## src/rtl/fpu_pkg.sv

```systemverilog
// Shared types for the fp16 FPU initiator: operand, opcode, exception flags and arbiter state.
package fpu_pkg;

    typedef logic [15:0] fp16_t;

    typedef enum logic [1:0] {
        FPU_ADD = 2'b00,
        FPU_SUB = 2'b01,
        FPU_MUL = 2'b10,
        FPU_DIV = 2'b11
    } fpu_op_e;

    typedef struct packed {
        logic overflow;
        logic underflow;
        logic inexact;
    } fpu_flags_t;

    typedef enum logic [1:0] {
        IDLE = 2'b00,
        EXEC = 2'b01,
        RESP = 2'b10
    } arb_state_e;

endpackage

```

## src/rtl/rr_arbiter.sv

```systemverilog
// Round-robin arbiter: one-hot grant to the first request at or after the pointer,
// pointer moves past the winner whenever a grant is taken while enabled.
module rr_arbiter #(
    parameter int unsigned NUM_REQ = 2,
    localparam int unsigned IDX_W = $clog2(NUM_REQ)
) (
    input  logic               clock,
    input  logic               reset,
    input  logic [NUM_REQ-1:0] req,
    input  logic               enable,
    output logic [NUM_REQ-1:0] grant,
    output logic [IDX_W-1:0]   grant_idx
);

    logic [IDX_W-1:0] ptr_q;
    logic [IDX_W-1:0] ptr_next;
    logic [IDX_W-1:0] cand_idx;
    logic             found;

    always_comb begin
        grant     = '0;
        grant_idx = '0;
        found     = 1'b0;
        cand_idx  = '0;
        for (int unsigned i = 0; i < NUM_REQ; i++) begin
            cand_idx = IDX_W'((32'(ptr_q) + i) % NUM_REQ);
            if (!found && req[cand_idx]) begin
                found           = 1'b1;
                grant[cand_idx] = 1'b1;
                grant_idx       = cand_idx;
            end
        end
    end

    assign ptr_next = (grant_idx == IDX_W'(NUM_REQ - 1)) ? '0 : grant_idx + 1'b1;

    always_ff @(posedge clock) begin
        if (reset) begin
            ptr_q <= '0;
        end else if (enable && found) begin
            ptr_q <= ptr_next;
        end
    end

endmodule

```

## src/rtl/fpu_client_arbiter.sv

```systemverilog
// Initiator side of the shared fp16 FPU: round-robin client arbitration, operand issue,
// tagged response capture. Sticky exception register built only with FPU_STICKY_FLAGS_EN.
module fpu_client_arbiter
    import fpu_pkg::*;
#(
    parameter int unsigned NUM_CLIENTS = 2,
    parameter int unsigned TAG_W = 4,
    localparam int unsigned IDX_W = $clog2(NUM_CLIENTS)
) (
    input  logic                       clock,
    input  logic                       reset,
    input  logic [NUM_CLIENTS-1:0]     req_valid,
    output logic [NUM_CLIENTS-1:0]     req_ready,
    input  logic [NUM_CLIENTS*16-1:0]  req_opA,
    input  logic [NUM_CLIENTS*16-1:0]  req_opB,
    input  logic [NUM_CLIENTS*2-1:0]   req_op,
    input  logic [NUM_CLIENTS*TAG_W-1:0] req_tag,
    output logic [15:0]                fpu_opA,
    output logic [15:0]                fpu_opB,
    output logic [1:0]                 fpu_op,
    input  logic [15:0]                fpu_result,
    input  logic                       fpu_overflow,
    input  logic                       fpu_underflow,
    input  logic                       fpu_inexact,
    output logic                       rsp_valid,
    input  logic                       rsp_ready,
    output logic [15:0]                rsp_result,
    output logic [IDX_W-1:0]           rsp_client,
    output logic [TAG_W-1:0]           rsp_tag,
    output logic [2:0]                 rsp_flags,
    output logic [2:0]                 sticky_flags,
    input  logic                       sticky_clear
);

    if (NUM_CLIENTS < 2 || NUM_CLIENTS > 8) begin : g_bad_cfg
        $error("fpu_client_arbiter: NUM_CLIENTS must be in 2..8");
    end

    arb_state_e state_q, state_d;
    logic                   accept;
    logic                   handshake;
    logic [NUM_CLIENTS-1:0] grant;
    logic [IDX_W-1:0]       grant_idx;

    fp16_t            issue_a_q, issue_b_q;
    fpu_op_e          issue_op_q;
    logic [TAG_W-1:0] issue_tag_q;
    logic [IDX_W-1:0] issue_client_q;

    fp16_t            rsp_result_q;
    logic [IDX_W-1:0] rsp_client_q;
    logic [TAG_W-1:0] rsp_tag_q;
    fpu_flags_t       rsp_flags_q;
    fpu_flags_t       cap_flags;

    // A finished response and a new grant may share one cycle, giving 1 op per 2 cycles.
    assign accept    = (state_q == IDLE) || ((state_q == RESP) && rsp_ready);
    assign handshake = accept && (|req_valid);
    assign req_ready = accept ? grant : '0;

    rr_arbiter #(
        .NUM_REQ (NUM_CLIENTS)
    ) u_rr_arbiter (
        .clock     (clock),
        .reset     (reset),
        .req       (req_valid),
        .enable    (accept),
        .grant     (grant),
        .grant_idx (grant_idx)
    );

    always_comb begin
        state_d = state_q;
        unique case (state_q)
            IDLE:    if (handshake) state_d = EXEC;
            EXEC:    state_d = RESP;
            RESP:    if (rsp_ready) state_d = handshake ? EXEC : IDLE;
            default: state_d = IDLE;
        endcase
    end

    assign cap_flags = '{overflow: fpu_overflow, underflow: fpu_underflow, inexact: fpu_inexact};

    always_ff @(posedge clock) begin
        if (reset) begin
            state_q        <= IDLE;
            issue_a_q      <= '0;
            issue_b_q      <= '0;
            issue_op_q     <= FPU_ADD;
            issue_tag_q    <= '0;
            issue_client_q <= '0;
            rsp_result_q   <= '0;
            rsp_client_q   <= '0;
            rsp_tag_q      <= '0;
            rsp_flags_q    <= '0;
        end else begin
            state_q <= state_d;
            if (handshake) begin
                issue_a_q      <= req_opA[32'(grant_idx)*16 +: 16];
                issue_b_q      <= req_opB[32'(grant_idx)*16 +: 16];
                issue_op_q     <= fpu_op_e'(req_op[32'(grant_idx)*2 +: 2]);
                issue_tag_q    <= req_tag[32'(grant_idx)*TAG_W +: TAG_W];
                issue_client_q <= grant_idx;
            end
            if (state_q == EXEC) begin
                rsp_result_q <= fpu_result;
                rsp_client_q <= issue_client_q;
                rsp_tag_q    <= issue_tag_q;
                rsp_flags_q  <= cap_flags;
            end
        end
    end

    assign fpu_opA    = issue_a_q;
    assign fpu_opB    = issue_b_q;
    assign fpu_op     = issue_op_q;
    assign rsp_valid  = (state_q == RESP);
    assign rsp_result = rsp_result_q;
    assign rsp_client = rsp_client_q;
    assign rsp_tag    = rsp_tag_q;
    assign rsp_flags  = rsp_flags_q;

`ifdef FPU_STICKY_FLAGS_EN
    logic [2:0] sticky_q;

    // A clear coinciding with a capture still keeps the flags of that capture.
    always_ff @(posedge clock) begin
        if (reset) begin
            sticky_q <= '0;
        end else if (state_q == EXEC) begin
            sticky_q <= (sticky_clear ? 3'b000 : sticky_q) | cap_flags;
        end else if (sticky_clear) begin
            sticky_q <= '0;
        end
    end

    assign sticky_flags = sticky_q;
`else
    logic unused_sticky_clear;
    assign unused_sticky_clear = sticky_clear;
    assign sticky_flags        = 3'b000;
`endif

endmodule

```

## config.mk

```make
export PLATFORM = sky130hd
export DESIGN_NAME = fpu_client_arbiter
export DESIGN_NICKNAME = d
export VERILOG_FILES = /design/src/rtl/fpu_pkg.sv /design/src/rtl/rr_arbiter.sv /design/src/rtl/fpu_client_arbiter.sv
export SDC_FILE = /design/constraint.sdc
export NUM_CORES = 1
export LEC_CHECK = 0
export ABC_AREA = 1
export BUFFER_PORTS_ARGS = -buffer_cell sky130_fd_sc_hd__buf_2
export CORE_MARGIN = 2
export CORE_UTILIZATION = 46
export DETAILED_ROUTE_END_ITERATION = 8
export MAX_ROUTING_LAYER = met4
export PLACE_DENSITY = 0.8
export SYNTH_ARGS = -nofsm -noshare
export SYNTH_HDL_FRONTEND = slang
export SYNTH_SLANG_ARGS = --single-unit
export TNS_END_PERCENT = 20
```

## constraint.sdc

```tcl
create_clock -name clock -period 1.4 [get_ports clock]
set_clock_uncertainty 0.05 [all_clocks]
set_input_delay 0.07 -clock clock [delete_from_list [all_inputs] [get_ports clock]]
set_output_delay 0.07 -clock clock [all_outputs]
set_load 0.05 [all_outputs]
```

Word level (Yosys, flattened, before mapping)
Cells that the tools add are included.

word-level totals
  input bits = 101
  register bits = 66
  logic and storage cells = 59
  output and inout bits = 64

operators by class
  magnitude comparators = 4
  shift-type cells = 4
  multiplexer cells = 20
  add/sub/neg operators = 2
  reduce and logical (&&, ||, !) cells = 11
  eq/ne operators = 4
  bitwise gates (word level) = 1

operator list
  operator             count
  $shiftx 32x6->16     2
  $mux 1               12
  $mux 2               5
  $shiftx 8x4->4       1
  $logic_and 1x1->1    6
  $pmux 2 s3           1
  $lt 1x2->1 const B   2
  $shiftx 4x3->2       1
  $add 1x1->1 const B  2
  $demux 1 s1          2
  $eq 2x1->1 const B   1
  $eq 2x2->1 const B   1
  $ge 1x1->1 const B   2
  $logic_not 2->1      1
  $ne 2x1->1 const B   1
  $ne 2x2->1 const B   1
  $or 2x2->2           1
  $reduce_and 2->1     1
  $reduce_or 2->1      1
  $logic_not 1->1      1
  $logic_or 1x1->1     1

Longest topological paths before layout
  word-level depth = 8
  mapped depth = 9
  gate-level depth less buffers = 7

Hierarchy
A second synthesis with hierarchy kept.

unflattened totals
  cells, all modules = 501
  area total of the unflattened synthesis = 3066.7 um^2

by module, submodules not included
  module              cells each  area each (um^2)  times used  seq. area each (um^2)
  fpu_client_arbiter  492         2999.1            1           1301.2
  rr_arbiter          9           67.6              1           20.0

Worst setup path after synthesis
No wires, ideal clock.

  path kind = register to output
  from = reg state_q[1]
  to = out req_ready[0]
  buffers on the path = 1
  required time = 1.280 ns
  slack = -0.058 ns
  cell stages (with the launch flop) = 5
  arrival time = 1.338 ns
  path through = dfxtp_1 > nand2_1 > nand3_2 > buf_2 > nor2_1

between the ends
  longest elaborated chain between the ends = 4
  elaborated cells on any way between the ends = 5
  classes of those cells = eq/ne: 1; mux: 1; reduce/logical: 3

RTL lines
  element                 line                      text
  start, declared         fpu_client_arbiter.sv:39  arb_state_e state_q, state_d;
  start signal, assigned  fpu_client_arbiter.sv:97  state_q <= state_d;
  $eq 2x2->1              fpu_client_arbiter.sv:57  assign accept = (state_q == IDLE) || ((state_q == RESP) && rsp_ready);
  $logic_and 1x1->1       fpu_client_arbiter.sv:57
  $logic_or 1x1->1 (*)    fpu_client_arbiter.sv:57
  $mux 2 (*)              fpu_client_arbiter.sv:59  assign req_ready = accept ? grant : '0;
  end, declared           fpu_client_arbiter.sv:13  output logic [NUM_CLIENTS-1:0] req_ready,

Mark *: on every way between the ends. The rest lies on a longest branch, timed or not.

Final worst setup path
  from = reg state_q[1]
  to = out req_ready[1]

Same word-level chain as after synthesis.

==> flow_summary.json <==
{
  "status": "finished, final reports clean",
  "post-route-min-period_ps": 1350,
  "die_area_um2": 7870,
  "fmax_ghz": 0.742,
  "wire_per_inst_um": 11.2,
  "ant_nets": 0,
  "synthArstFlopShare": 0,
  "powerDensity_nw_per_um2": 1280,
  "nNetsFinal": 812,
  "required_ps": 1280,
  "wl_um": 9070,
  "synth_top_area_cell": "dfxtp_1",
  "dr_total_vias": 3697,
  "synthSimpleGateAreaFrac": 0.390,
  "root_buffer": "clkbuf_8",
  "yosysSeqAreaShare": 0.400,
  "synth_top_family_by_area": "simple AND/OR/NAND/NOR gates",
  "fillers": 607,
  "synth_fa_ha_area_frac": 0,
  "ys_top_cells_by_area": "dfxtp_1 40%, nor2_1 17%, nand2_1 14%, inv_1 9.5%, nand3_1 5.8%",
  "synth-seq-cells": 66,
  "instances_no_fill": 813,
  "dr.pass1.iters": 5,
  "synth_edf_count": 0,
  "finalCritPeriodShare": 0.963,
  "cp.arrival_ps": 1230,
  "synth_flop_cell": "dfxtp_1",
  "synth_mux_area_frac": 0,
  "synth_common_cells": "150 x nor2_1, 120 x nand2_1, 84 x inv_1",
  "grt_use_total": 0.238,
  "cellLeakagePower_uw": 0.00272,
  "syn-instance-count": 540,
  "grt_pass1_vias": 3545,
  "start_util": 0.481,
  "coreArea_um2": 6870,
  "ys_warn_count": 0,
  "cts_htree_levels": 3,
  "clk_pin_slew_ps": 80,
  "ys_types": 19,
  "cp-start-kind": "flop",
  "drc_errors": 0,
  "worst-setup-path-type": "reg2out",
  "yosysMostFrequentCell": "nor2_1",
  "dpl.hpwl_um": 6030,
  "post-cts-setup-buffers": 0,
  "worstPathMaxFanout": 4,
  "hold_class": "in2reg",
  "clk_latency_ps": 330,
  "syn_area_um2": 3300,
  "setup_viol": 0,
  "netlist.area_leader.share": 0.400,
  "synth_xor_area_frac": 0,
  "grt_first_pass_wirelength_um": 14500,
  "layout-drive-gt1-share": 0.291,
  "cp-end-kind": "primary output",
  "vias_per_cell": 4.55,
  "cts_tree": "yes",
  "dieHeight_um": 88.7,
  "overflow": 0,
  "dp.cells": 776,
  "irDropWorstVdd_mv": 0.542,
  "final_max_slew_viol_count": 0,
  "die_w_um": 88.7,
  "drt_iter0_markers": 75,
  "grt_max_degree": 39,
  "slew_headroom": 0.617,
  "hold_violations": 0,
  "clockBufferDepth": 2,
  "final_util": 0.674,
  "cts_buffers": 9,
  "cts.sinks": 66,
  "antenna_found_initial": 1,
  "area_delta_synth_final_pct": 40.1,
  "synth_compound_area_frac": 0.0477,
  "syn_area_per_cell_um2": 6.11,
  "pin_count": 165,
  "rsz0062_at_grt": "true",
  "multi_input_area_um2": 1470,
  "seq_area_um2": 1320,
  "cap_violations": 0,
  "rows": 30,
  "tightest_slew_ps": 574,
  "gp_congestion": 0.768,
  "portBuffers": 160
}
==> placed cells by master (no fill, tap or decap) <==
cell	synthesis	final
dlygate4sd3_1	0	20
nand3_2	1	1
dfxtp_1	66	65
nand2_2	2	3
clkbuf_8	0	10
inv_2	2	3
buf_4	6	8
diode_2	0	1
dfxtp_2	0	1
nand3_1	38	38
clkinvlp_4	0	1
buf_2	13	158
clkinv_4	0	2
nor2_2	10	12
a21oi_1	6	6
clkinv_2	0	1
a211oi_1	1	1
clkinv_1	1	1
o21ai_0	24	24
conb_1	1	3
buf_6	5	1
bufinv_16	0	2
nand2_1	120	119
nor2_1	150	148
buf_12	0	5
inv_1	84	83
==> kinds of logic (layout without fill, tap and decap cells) <==
logic type,after synthesis,in the layout
compound gates,31,31
buf+inv,121,295
simple gates,321,321
flops,66,66
other cells,1,4
==> final timing paths <==
check	from	endpoint	slack (ps)	cells after the start
worst max-delay path	state_q[1]$_SDFFE_PP0P_	req_ready[1]	50	6
worst min-delay path	req_opA[25]	fpu_opA[9]$_SDFFE_PP0P_	20	5
worst max register to register	state_q[0]$_SDFFE_PP0P_	rsp_result[5]$_SDFFE_PP0N_	60	5
worst min register to register	issue_tag_q[2]$_SDFFE_PP0P_	rsp_tag[2]$_SDFFE_PP0N_	400	2
==> per-stage QoR <==
| step | hold slack (ps) | setup slack [ps] | total power [µW] | area, µm² | TNS (ps) |
|---|---|---|---|---|---|
| after global placement | 242 | 152 | 4050 | 4180 | 0 |
| after detailed placement | 246 | 99.7 | 4090 | 4180 | 0 |
| final | 24.0 | 51.4 | 5900 | 4630 | 0 |
| after CTS | 15.9 | 25.0 | 5930 | 4620 | 0 |
| after floorplan | 89.1 | 171 | 3600 | 3310 | 0 |
| after global routing | 27.3 | -63.5 | 6230 | 4630 | -463 |
==> flip-flops by register name (all words and copies together) (netlist names) <==
signal / flops
rsp_result: 16
fpu_opB: 16
rsp_flags: 3
fpu_opA: 16
rsp_client: 1
state_q: 2
issue_client_q: 1
u_rr_arbiter.ptr_q: 1
fpu_op: 2
issue_tag_q: 4
rsp_tag: 4
==> worst max-delay path, cell delays in order, from the launching register on <==
cell     delay (ps)
dfxtp_2         340
nand2_1         100
nand2_1         100
inv_2            80
nand2_2          60
inv_1            70
buf_6           150
==> metal layers <==
metal  up-vias  global-route usage  wire (µm)
met4         0              0.0978        238
met2       163               0.422       4370
met3        23              0.0569        775
met5         -                   -          0
met1      1587               0.252       3690
li1       1924                   -          -
==> what timing repair did <==
| item | in CTS | in global routing |
|---|---|---|
| pin swaps | 0 | 0 |
| setup endpoints to repair | 2 | 16 |
| hold endpoints to repair | 22 | 0 |
| resized for setup | 5 | 1 |
| hold buffers | 20 | 0 |
| gates cloned | 0 | 0 |
==> power breakdown <==
| part | leakage (µW) | total, µW | switching (µW) | internal (µW) |
|---|---|---|---|---|
| registers | 0.000547 | 2180 | 98.2 | 2080 |
| clock network | 0.000112 | 1800 | 742 | 1050 |
| logic | 0.00206 | 1920 | 1350 | 577 |
==> layout make-up <==
type	count	share of cell area
tap	96	0.0260
inverter	87	0.0706
clock inverter	6	0.0195
clock buffer	10	0.0297
sequential	66	0.286
multi-input combinational	355	0.317
timing repair buffer	192	0.251
antenna	1	0.000541
Note: power is estimated with default switching activity, not from simulation.
